--- src/rtl/snake_grid.sv ---
// ============================================================================
// Module      : snake_grid
// Description : Snake-body occupancy grid. One bit per board cell; each
//               accepted step retracts the tail and advances the head, with
//               food/growth detection and optional self/wall collision.
//               Optional feature macro: SNAKE_GRID_COLLIDE_EN (collision
//               detection and sticky collide_o; undefined ties collide_o low).
// Revision    : 1.0 - initial release
// ============================================================================
`default_nettype none

module snake_grid #(
   parameter  int COL_W    = 4,
   parameter  int ROWS     = 8,
   parameter  int INIT_LEN = 3,
   localparam int COLS     = 2 ** COL_W,
   localparam int ROW_W    = (ROWS > 1) ? $clog2(ROWS) : 1,
   localparam int HW       = ROW_W + COL_W,
   localparam int CELLS    = ROWS * COLS,
   localparam int LEN_W    = $clog2(CELLS + 1)
) (
   input  logic             clk,
   input  logic             rst,
   input  logic             init_i,
   input  logic             step_valid_i,
   output logic             step_ready_o,
   input  logic [HW-1:0]    head_i,
   input  logic [HW-1:0]    tail_i,
   input  logic [HW-1:0]    food_i,
   output logic [CELLS-1:0] grid_o,
   output logic [LEN_W-1:0] length_o,
   output logic             grow_o,
   output logic             done_o,
   output logic             collide_o
);

   localparam logic [ROW_W:0]   ROWS_X   = ROWS[ROW_W:0];
   localparam logic [ROW_W-1:0] ROW_LAST = ROW_W'(ROWS - 1);
   localparam logic [LEN_W-1:0] LEN_MAX  = LEN_W'(CELLS);
   localparam logic [LEN_W-1:0] LEN_INIT = LEN_W'(INIT_LEN);

   typedef enum logic [2:0] {
      S_CLEAR = 3'd0,
      S_SEED  = 3'd1,
      S_IDLE  = 3'd2,
      S_CHECK = 3'd3,
      S_WRITE = 3'd4
   } state_t;

   state_t              r_state;
   state_t              w_state_nx;
   logic [CELLS-1:0]    r_grid;
   logic [LEN_W-1:0]    r_length;
   logic                r_grow;
   logic                r_done;
   logic [ROW_W-1:0]    r_rowcnt;
   logic [HW-1:0]       r_head;
   logic [HW-1:0]       r_tail;
   logic [HW-1:0]       r_food;
   logic                r_eat;
   logic                w_ready;
   logic                w_accept;
   logic                w_head_inr;
   logic                w_tail_inr;
   logic                w_blocked;

   assign w_ready    = (r_state == S_IDLE) && !init_i;
   assign w_accept   = step_valid_i && w_ready;
   // Cell index is simply {row,col}; a row at or beyond ROWS is off the board.
   assign w_head_inr = {1'b0, r_head[HW-1:COL_W]} < ROWS_X;
   assign w_tail_inr = {1'b0, r_tail[HW-1:COL_W]} < ROWS_X;

`ifdef SNAKE_GRID_COLLIDE_EN
   logic r_hit;
   logic r_collide;
   logic w_head_occ;
   logic w_hit;

   assign w_head_occ = w_head_inr && r_grid[r_head];
   // Moving onto the cell the tail is leaving is legal unless the snake grows.
   assign w_hit      = !w_head_inr ||
                       (w_head_occ && ((r_head != r_tail) || (r_head == r_food)));
   assign w_blocked  = r_hit || r_collide;
   assign collide_o  = r_collide;

   // Latch the collision verdict in CHECK; sticky flag set in WRITE, cleared by init.
   always_ff @(posedge clk) begin
      if (rst) begin
         r_hit     <= 1'b0;
         r_collide <= 1'b0;
      end else if (init_i) begin
         r_collide <= 1'b0;
      end else if (r_state == S_CHECK) begin
         r_hit <= w_hit;
      end else if (r_state == S_WRITE && w_blocked) begin
         r_collide <= 1'b1;
      end
   end
`else
   assign w_blocked = 1'b0;
   assign collide_o = 1'b0;
`endif

   // State register.
   always_ff @(posedge clk) begin
      if (rst) r_state <= S_SEED;
      else     r_state <= w_state_nx;
   end

   // Next-state logic; a restart request overrides every state.
   always_comb begin
      w_state_nx = r_state;
      case (r_state)
         S_CLEAR: if (r_rowcnt == ROW_LAST) w_state_nx = S_SEED;
         S_SEED:  w_state_nx = S_IDLE;
         S_IDLE:  if (w_accept) w_state_nx = S_CHECK;
         S_CHECK: w_state_nx = S_WRITE;
         S_WRITE: w_state_nx = S_IDLE;
         default: w_state_nx = S_SEED;
      endcase
      if (init_i) w_state_nx = S_CLEAR;
   end

   // Grid, length, pulses and latched step operands.
   always_ff @(posedge clk) begin
      if (rst) begin
         r_grid   <= '0;
         r_length <= '0;
         r_grow   <= 1'b0;
         r_done   <= 1'b0;
         r_rowcnt <= '0;
         r_head   <= '0;
         r_tail   <= '0;
         r_food   <= '0;
         r_eat    <= 1'b0;
      end else begin
         r_grow <= 1'b0;
         r_done <= 1'b0;
         if (init_i) begin
            r_rowcnt <= '0;
         end else begin
            case (r_state)
               S_CLEAR: begin
                  for (int c = 0; c < COLS; c++) r_grid[{r_rowcnt, COL_W'(c)}] <= 1'b0;
                  r_rowcnt <= r_rowcnt + 1'b1;
               end
               S_SEED: begin
                  for (int c = 0; c < INIT_LEN; c++) r_grid[c] <= 1'b1;
                  r_length <= LEN_INIT;
               end
               S_IDLE: begin
                  if (w_accept) begin
                     r_head <= head_i;
                     r_tail <= tail_i;
                     r_food <= food_i;
                  end
               end
               S_CHECK: r_eat <= (r_head == r_food);
               S_WRITE: begin
                  r_done <= 1'b1;
                  if (!w_blocked) begin
                     // Head set after tail clear so head==tail keeps the cell.
                     if (!r_eat && w_tail_inr) r_grid[r_tail] <= 1'b0;
                     if (w_head_inr)           r_grid[r_head] <= 1'b1;
                     if (r_eat) begin
                        r_grow <= 1'b1;
                        if (r_length != LEN_MAX) r_length <= r_length + 1'b1;
                     end
                  end
               end
               default: ;
            endcase
         end
      end
   end

   assign step_ready_o = w_ready;
   assign grid_o       = r_grid;
   assign length_o     = r_length;
   assign grow_o       = r_grow;
   assign done_o       = r_done;

endmodule

`default_nettype wire
--- config.mk ---
export PLATFORM = sky130hd
export DESIGN_NAME = snake_grid
export DESIGN_NICKNAME = d
export VERILOG_FILES = /design/src/rtl/snake_grid.sv
export SDC_FILE = /design/constraint.sdc
export NUM_CORES = 1
export LEC_CHECK = 0
export CAP_MARGIN = 20
export CORE_MARGIN = 2
export CORE_UTILIZATION = 53
export CTS_BUF_LIST = sky130_fd_sc_hd__clkbuf_4 sky130_fd_sc_hd__clkbuf_8
export DETAILED_ROUTE_END_ITERATION = 6
export HOLD_SLACK_MARGIN = 0.1
export PLACE_DENSITY = 0.86
export RECOVER_POWER = 100
export SETUP_SLACK_MARGIN = 0.5
export SYNTH_ARGS = -nofsm -noshare
export SYNTH_HDL_FRONTEND = slang
export SYNTH_SLANG_ARGS = --single-unit
--- constraint.sdc ---
create_clock -name clk -period 2.2 [get_ports clk]
set_input_delay 0.22 -clock clk [delete_from_list [all_inputs] [get_ports clk]]
set_output_delay 0.22 -clock clk [all_outputs]
set_load 0.005 [all_outputs]
==> metrics.yaml <==
run_status:
  status: "finished with violations"
  violations: "DRC"
critical_path:
  slowest_delay_ps: 350
  path_common_cell: "buf_6"
  end_kind: "flip-flop"
  path_buf_inv: 5
  cp-start-kind: "flip-flop"
  worstSetupPathType: "flip-flop to flip-flop"
  crit_path_top_delay_cell: "dfxtp_4"
  cp_top_family: "buffers and inverters"
  cp.required_ps: 2540
  critical_path_peak_fanout: 8
  worstPathCellList: "clkbuf_1 -> buf_6 -> nor4bb_1 -> buf_4 -> buf_6 -> nand3_4 -> buf_8 -> o21ai_0 -> a211oi_1"
  crit_arrival_ps: 2410
floorplanning:
  die_w_um: 127
  die_height_um: 127
  ios: 165
  rows: 45
  fp.dieArea_um2: 16200
  initial_core_util_pct: 53.6
  coreArea_um2: 15000
worst_hold_path:
  hold_path_class: "primary input to flip-flop"
routing:
  wl_per_cell_um: 22.6
  first_pass_iters: 7
  drcViolationCount: 3
  num_vias: 10200
  dr.first_iter.drc_count: 1778
  ant_nets: 0
  finalWirelength_um: 33200
  viasPerCell: 6.91
clocking:
  numCtsBuffers: 17
  clk_path_buf_depth: 2
  root_buffer: "clkbuf_8"
  worst_skew_pair.late_latency_ps: 480
  hold_buffers: 0
  htree_levels: 4
  path_clk_slew_ps: 80
  cts_tree: "yes"
  cts.sinks: 166
logic_synthesis:
  avgSynthCellArea_um2: 7.86
  synth_top_flop_cell: "dfxtp_1"
  synth_edf_count: 0
  postSynthCellCount: 1026
  synth_seq_cells: 166
  async_flop_share_pct: 0
  yosys_warnings: 0
  synth_cell_types: 64
  syn-num-nets: 1055
  synth-seq-area-share_pct: 41.2
  syn-cell-area_um2: 8060
place:
  dp_hpwl_um: 19700
  portBuffers: 163
  gp_congestion: 0.996
pwr:
  leakagePower_uw: 0.00428
  power_density_nw_per_um2: 455
  vdd_drop_max_v: 0.000344
final_layout:
  nets: 1297
  area_delta_synth_final_pct: 50.2
  drive_gt1_share_pct: 26.0
  fin_util_pct: 80.5
  layout_commonest_cell: "a21oi_1"
  layout.cells.most_common_list: "a21oi_1 (162), nand2_1 (158), dfxtp_1 (156)"
sta:
  fin_worst_skew_ps: 18.3
  finalSetupViolCount: 0
  rsz0062_at_grt: "true"
  min_period_ps: 2080
  hold_viol_final: 0
  tns_ps: 0
  min_period_over_period_pct: 94.4
  max_freq_mhz: 482
  slew_violations: 0
  slew_headroom_pct: 50.3
  worstMarginPinSlew_ps: 745
global_route:
  grt_max_degree: 94
  grt.overflow.total: 0
  grt_pass1_vias: 9102
  antenna_found_initial: 0
  grt_usage_pct: 37.0
  grt_pass1_wl_um: 47200
flow_run:
  cap_viol_max_count: 0
-- Yosys cell counts (all sizes together) (8+ instances only) --
library cell | instances | share of area, %
a211oi | 75 | 7.0
a21oi | 172 | 11
a22oi | 25 | 2.3
buf | 26 | 1.7
clkbuf | 53 | 2.5
dfxtp | 166 | 41
nand2 | 172 | 8.0
nand2b | 8 | 0.62
nand3 | 21 | 1.3
nor2 | 38 | 1.8
nor3 | 33 | 2.1
nor4b | 8 | 1.4
o21ai | 98 | 6.1
xnor2 | 10 | 1.1
-- metal layers --
layer  part of all wire [%]  vias to the layer above  global-route usage [%]
met5                      0                        -                       0
met4                    7.2                        0                    22.0
met3                     14                      286                    10.0
met2                     44                      979                    57.9
met1                     35                     4626                    45.6
li1                       -                     4262                       -
-- kinds of logic after synthesis --
group	after synthesis	share of synthesized area [%]
AOI/OAI and AO/OA	397	28.9
xor gates and xnor gates	10	1.09
buffers and inverters	87	4.56
muxes	4	0.497
and+or+nand+nor	357	23.1
other	1	0.0465
DFF	166	41.2
adders and majority gates	4	0.621
-- stage by stage --
step / std cells / instance area (µm²) / hold WS, ps / worst slack, ps / power (µW)
floorplan: 1026 / 8120 / 356 / 402 / 3270
global placement: 1389 / 10400 / 457 / 149 / 3410
detailed placement: 1389 / 10400 / 461 / 92.7 / 3410
CTS: 1449 / 11600 / 181 / 333 / 5450
global route: 1469 / 12100 / 246 / 68.1 / 5630
finish: 1470 / 12100 / 206 / 124 / 5510
-- power breakdown --
| part | internal (µW) | switching (µW) |
|---|---|---|
| Clock | 932 | 1170 |
| Sequential | 3020 | 20.4 |
| Combinational | 155 | 216 |
| Total | 4100 | 1410 |
-- final cells by class --
class                      count  area, µm²
clock buffer                  23        304
inverter                       8       30.0
fill                         848       2930
multi-input combinational    773       5110
antenna                        1       2.50
timing repair buffer         302       3020
sequential                   166       3340
clock inverter                 9       71.3
tap                          188        235
-- registers in the layout (all words and copies together) (netlist names) --
name and cells:
r_rowcnt 3, r_head 7, r_food 7, length_o 8, grid_o 128, done_o 1, r_state 3, grow_o 1
r_eat 1, r_tail 7
-- worst reg2reg max path: cells and delay by family, from the launching register on --
kind | cells | cell delay, ps
flops | 1 | 350
compound gates | 2 | 410
buf+inv | 5 | 840
simple gates | 2 | 350
-- timing repair --
action | in CTS | in global routing
endpoints found under the hold margin | 0 | 0
gates resized for setup | 178 | 131
setup endpoints to repair | 124 | 140
cloned | 8 | 1
setup buffers | 20 | 19
pin swaps | 73 | 73
-- path summary, 6_finish.rpt --
check	start	endpoint	slack (ps)	depth (start not counted)
hold / removal	rst	r_state[0]	210	3
hold reg to reg	r_food[1]	r_food[1]	470	2
setup reg to reg	r_state[0]	grid_o[12]	120	9
setup / recovery	r_state[0]	grid_o[12]	120	9
(Power assumes the default switching activity.)
